--- config.mk ---
export PLATFORM = sky130hd
export DESIGN_NAME = dds_phase_ctrl
export DESIGN_NICKNAME = d
export VERILOG_FILES = /design/src/rtl/dds_phase_ctrl.sv
export SDC_FILE = /design/constraint.sdc
export NUM_CORES = 1
export LEC_CHECK = 0
export ABC_AREA = 1
export BUFFER_PORTS_ARGS = -buffer_cell sky130_fd_sc_hd__clkbuf_2
export CAP_MARGIN = 25
export CORE_MARGIN = 2
export CORE_UTILIZATION = 55
export CTS_BUF_LIST = sky130_fd_sc_hd__clkbuf_16
export DETAILED_ROUTE_END_ITERATION = 16
export PLACE_DENSITY = 0.85
export SETUP_SLACK_MARGIN = 0.4
export SYNTH_ARGS = -nofsm -noshare
export SYNTH_HDL_FRONTEND = slang
export SYNTH_SLANG_ARGS = --single-unit
--- constraint.sdc ---
create_clock -name clk -period 5.9 [get_ports clk]
set_input_delay 0.59 -clock clk [delete_from_list [all_inputs] [get_ports clk]]
set_output_delay 0.59 -clock clk [all_outputs]
set_load 0.03 [all_outputs]
--- src/rtl/dds_phase_ctrl.sv ---
// Phase-accumulator front end for the DDS sine generator: turns FTW/POW/sweep config into sine ROM addresses.
// Latency: accept -> first accumulate 1 clk -> rom_addr 1 clk later; data_valid trails rom_addr by ROM_LATENCY.
// Backpressure: cfg_ready is low only while a sweep is in progress; the address stream itself is never stalled.
//
// Ports:
//   clk, rst                 single clock shared with the ROM; synchronous active-high reset
//   en                       advance enable; low freezes phase, FTW and sweep progress
//   cfg_valid / cfg_ready    configuration handshake (cfg_ftw, cfg_pow, cfg_step, cfg_ftw_end)
//   rom_addr                 registered ROM address (phase MSBs + offset)
//   data_valid               ROM read data is valid this cycle
//   wrap                     accumulator carry pulse, aligned with the rom_addr it produced
//   sweep_done               one-cycle pulse when the FTW reaches the sweep end value
module dds_phase_ctrl #(
    parameter int ACC_WIDTH   = 32,
    parameter int ADDR_WIDTH  = 10,
    parameter int ROM_LATENCY = 1
) (
    input  logic                  clk,
    input  logic                  rst,
    input  logic                  en,
    input  logic                  cfg_valid,
    output logic                  cfg_ready,
    input  logic [ACC_WIDTH-1:0]  cfg_ftw,
    input  logic [ADDR_WIDTH-1:0] cfg_pow,
    input  logic [ACC_WIDTH-1:0]  cfg_step,
    input  logic [ACC_WIDTH-1:0]  cfg_ftw_end,
    output logic [ADDR_WIDTH-1:0] rom_addr,
    output logic                  data_valid,
    output logic                  wrap,
    output logic                  sweep_done
);

    typedef enum logic [1:0] {
        IDLE  = 2'd0,
        TONE  = 2'd1,
        SWEEP = 2'd2
    } state_t;

    state_t                  state_q;
    state_t                  state_d;
    logic [ACC_WIDTH-1:0]    acc_q;
    logic [ACC_WIDTH-1:0]    ftw_q;
    logic [ACC_WIDTH-1:0]    ftw_d;
    logic [ACC_WIDTH-1:0]    step_q;
    logic [ACC_WIDTH-1:0]    end_q;
    logic [ADDR_WIDTH-1:0]   pow_q;
    logic                    carry_q;
    logic                    addr_vld;
    logic                    done_d;
    logic                    accept;
    logic                    advance;
    logic [ACC_WIDTH:0]      acc_sum;
    logic [ACC_WIDTH:0]      sweep_sum;
    logic [ROM_LATENCY-1:0]  vld_dly;

    assign cfg_ready  = (state_q != SWEEP);
    assign accept     = cfg_valid & cfg_ready;
    assign advance    = en & (state_q != IDLE);
    assign acc_sum    = {1'b0, acc_q} + {1'b0, ftw_q};
    // One extra bit so a large step can never wrap the FTW past the end value.
    assign sweep_sum  = {1'b0, ftw_q} + {1'b0, step_q};
    assign data_valid = vld_dly[ROM_LATENCY-1];

    always_comb begin
        state_d = state_q;
        ftw_d   = ftw_q;
        done_d  = 1'b0;
        if (accept) begin
            ftw_d = cfg_ftw;
            if (cfg_step == '0) begin
                state_d = TONE;
            end else if (cfg_ftw >= cfg_ftw_end) begin
                // Sweep already at or past its end: finish immediately.
                state_d = TONE;
                done_d  = 1'b1;
            end else begin
                state_d = SWEEP;
            end
        end else if ((state_q == SWEEP) && en) begin
            if (sweep_sum >= {1'b0, end_q}) begin
                ftw_d   = end_q;
                state_d = TONE;
                done_d  = 1'b1;
            end else begin
                ftw_d = sweep_sum[ACC_WIDTH-1:0];
            end
        end
    end

    always_ff @(posedge clk) begin
        if (rst) begin
            state_q    <= IDLE;
            acc_q      <= '0;
            ftw_q      <= '0;
            step_q     <= '0;
            end_q      <= '0;
            pow_q      <= '0;
            carry_q    <= 1'b0;
            rom_addr   <= '0;
            wrap       <= 1'b0;
            addr_vld   <= 1'b0;
            sweep_done <= 1'b0;
            vld_dly    <= '0;
        end else begin
            state_q    <= state_d;
            ftw_q      <= ftw_d;
            sweep_done <= done_d;
            if (accept) begin
                pow_q  <= cfg_pow;
                step_q <= cfg_step;
                end_q  <= cfg_ftw_end;
            end
            // Accumulator is never cleared on accept so phase stays continuous.
            // carry_q remembers whether the current acc value came from a carry;
            // it is reported with the valid address built from that acc value.
            if (advance) begin
                acc_q   <= acc_sum[ACC_WIDTH-1:0];
                carry_q <= acc_sum[ACC_WIDTH];
            end
            rom_addr <= acc_q[ACC_WIDTH-1 -: ADDR_WIDTH] + pow_q;
            wrap     <= advance & carry_q;
            addr_vld <= advance;
            vld_dly[0] <= addr_vld;
            for (int i = 1; i < ROM_LATENCY; i++) begin
                vld_dly[i] <= vld_dly[i-1];
            end
        end
    end

endmodule

==> results.cfg <==
[setup_path]
cp_max_fo = 34
path_buf_inv = 1
crit_arrival_ns = 4.56
slowest_delay_ns = 0.49
crit_path_end_kind = register
rrSetupSlack_ns = 1.63
crit_type = reg -> reg
slowest_stage = dfxtp_1
worst_ep_required_time_ns = 6.19
startpoint_type = register
crit_chain = ha_1, a21oi_1, inv_1, a21oi_1, nand2_1, nand2_1, nand2_1, xor2_1, ha_1, nand2_1, o21ai_0, a21oi_1, nand2_1, nand2_1, nand2_1, nand2_1, nand2_1, nand2_1, nand2_8, nand2_1, nand3_1, nand2_1, a21oi_2
cpMostUsedCell = nand2_1
cp_top_family = simple AND/OR/NAND/NOR gates

[cts]
clkSinkCount = 155
cts_htree_levels = 4
hold_buffers = 0
cts_tree = done
cts_setup_buffers = 0
clock_path_buffers = 2
cts_buffers = 17
clkSlewWorstSetupHoldPaths_ns = 0.07
cts_root_buf = clkbuf_16
post_cts_resized = 0
clock_latency_ns = 0.44

[power_and_ir_drop]
p_clk_share_pct = 28.4
power.internal_w = 0.00236
switching_share_pct = 41.7
p_seq_share_pct = 32.2
switching_power_w = 0.00169
combPwrFrac_pct = 39.3
peakVddDrop_mv = 0.169
powerDensity_nw_per_um2 = 304
p_leak_nw = 6.61

[synthesis]
avgSynthCellArea_um2 = 6.54
syn_inst = 1828
syn-cell-area_um2 = 12000
async_flop_share_pct = 0
ys_seq_elements = 155
yosys-top-cells-area = dfxtp_1, ha_1, nand2_1
ys_types = 44
synth_area_leader_cell = dfxtp_1
synth-edff-count = 0
synth.most_common_cell = nand2_1
synth_ff_type = dfxtp_1
synth.yosys.seq_area_share_pct = 26.0
synth_common_cells = nand2_1, nor2_1, inv_1, a21oi_1, dfxtp_1
yosys_warnings = 0
synthesis.nets = 2078
synth_top_area_share_pct = 26.0

[sta]
finalClockSkew_ns = 0.0121
max_clock_freq_ghz = 0.234
min_period_ns = 4.27
tightest_slew_ns = 1.02
finalSetupTns_ns = 0
slew_headroom_pct = 32.1
finalHoldViolCount = 0
maxSlewViolCount = 0
finalCritPeriodShare_pct = 72.3
setup_viol = 0
rsz0062_at_grt = no

[global_route]
grt_max_degree = 115
grt_pass1_wl_mm = 56.2
grt_pass1_vias = 11686
grt_util_all_layers_pct = 31.0
grt.overflow.total = 0
antenna_found_initial = 0

[floorplanning]
die_w_um = 151
start_util_pct = 56.5
io_pins = 124
die-area_um2 = 22900
die_h_um = 151
fp-row-count = 53
coreArea_um2 = 21200

[final_layout]
diodes = 0
syn_to_final_growth_pct = 11.5
drive_above_1_share_pct = 11.1
final_nets = 2168
final_area_um2 = 13300

[route]
route.detailed.drc = 0
vias_per_cell = 5.71
drt_first_iter_violations = 868
vias = 12599
wl_per_cell_um = 16.0
antenna_left = 0
dr.pass1.iters = 5
routed_wl_mm = 35.2

[run]
maxCapViolations = 0

[hold_path]
hold_path.class = in -> reg

[placement]
port_buffers = 123
hpwl_mm = 26.9
gp_congestion = 0.976
place_area_um2 = 12700

[run_status]
status = completed
## path summary, 6_finish.rpt
kind / from / end / cells past startpoint
max reg2reg: ftw_q[6] / ftw_q[8] / 23
min: cfg_pow[8] / pow_q[8] / 3
max: ftw_q[6] / ftw_q[8] / 23
min reg2reg: addr_vld / data_valid / 2
## per-layer routing
metal	routed length, µm	vias to the layer above	global-route usage, %	part of all wire, %
met5	0	-	0	0
met4	1040	0	12.0	3.0
met3	2400	70	4.43	6.8
met2	16100	448	50.8	46
met1	15600	5838	41.2	44
li1	-	6243	-	-
## worst reg2reg max path: cells and delay by family, from the launching register on
| family | cells | cell delay (ns) |
|---|---|---|
| xor gates and xnor gates | 1 | 0.34 |
| and+or+nand+nor | 14 | 1.95 |
| AOI/OAI and AO/OA | 5 | 0.63 |
| DFF | 1 | 0.49 |
| buffers and inverters | 1 | 0.06 |
| adders and majority gates | 2 | 0.65 |
## power groups by stage
| stage | clock network [W] | registers (W) | logic [W] |
|---|---|---|---|
| final | 0.00115 | 0.00131 | 0.00159 |
| after global routing | 0.00119 | 0.00132 | 0.00179 |
| after CTS | 0.00115 | 0.00130 | 0.00156 |
| after detailed placement | 0 | 0.00132 | 0.00154 |
| after global placement | 0 | 0.00132 | 0.00149 |
| after floorplan | 0 | 0.00129 | 0.00118 |
## layout make-up
cell class	count	area, µm²
Tap cell	275	344
Timing Repair Buffer	131	688
Clock inverter	15	179
Multi-Input combinational cell	1396	7770
Inverter	217	815
Clock buffer	17	425
Sequential cell	155	3100
Fill cell	1918	7830
## layout by cell type, fill, tap and decap left out, types with 3 or more instances in the layout
master,instances
ha_1,137
a31oi_1,4
o21ai_1,8
o21ai_0,152
nand2_1,352
inv_2,5
clkinvlp_4,3
clkbuf_16,17
o21bai_1,11
buf_4,7
o211ai_1,13
a21oi_1,158
a21o_1,12
nor2_2,3
nand2_2,6
nand4_1,16
clkbuf_2,123
a211oi_1,3
fa_1,3
nand3_1,124
o21a_1,6
nor4_1,10
nor3_1,25
dfxtp_1,155
inv_6,5
xor2_1,24
nor2_1,269
inv_1,211
xnor2_1,5
and2_1,3
a21oi_2,31
a21boi_0,3
## registers in the layout, summed over array words and instances (netlist names), 2 cells and up
signal	cells
acc_q	32
end_q	32
ftw_q	32
step_q	32
pow_q	10
rom_addr	10
state_q	2
## logic make-up (layout without fill, tap and decap cells)
logic type,Yosys count,count (layout),synth area share (%)
fa+ha+maj,140,140,14.8
simple gates,817,817,28.5
buf+inv,277,380,9.11
compound gates,410,410,19.5
xor+xnor,29,29,2.12
flops,155,155,26.0
## stage by stage
stage	hold WS (ns)	worst slack (ns)	power (W)	utilization, %	instances
after floorplan	0.388	2.65	0.00247	-	1828
after global placement	0.415	1.84	0.00281	60.0	2173
after detailed placement	0.419	1.76	0.00286	60.0	2173
after CTS	0.396	1.74	0.00400	62.9	2205
after global routing	0.420	1.24	0.00429	63.0	2206
final	0.398	1.63	0.00405	63.0	2206
No activity file was read; power rests on OpenSTA's default activity.
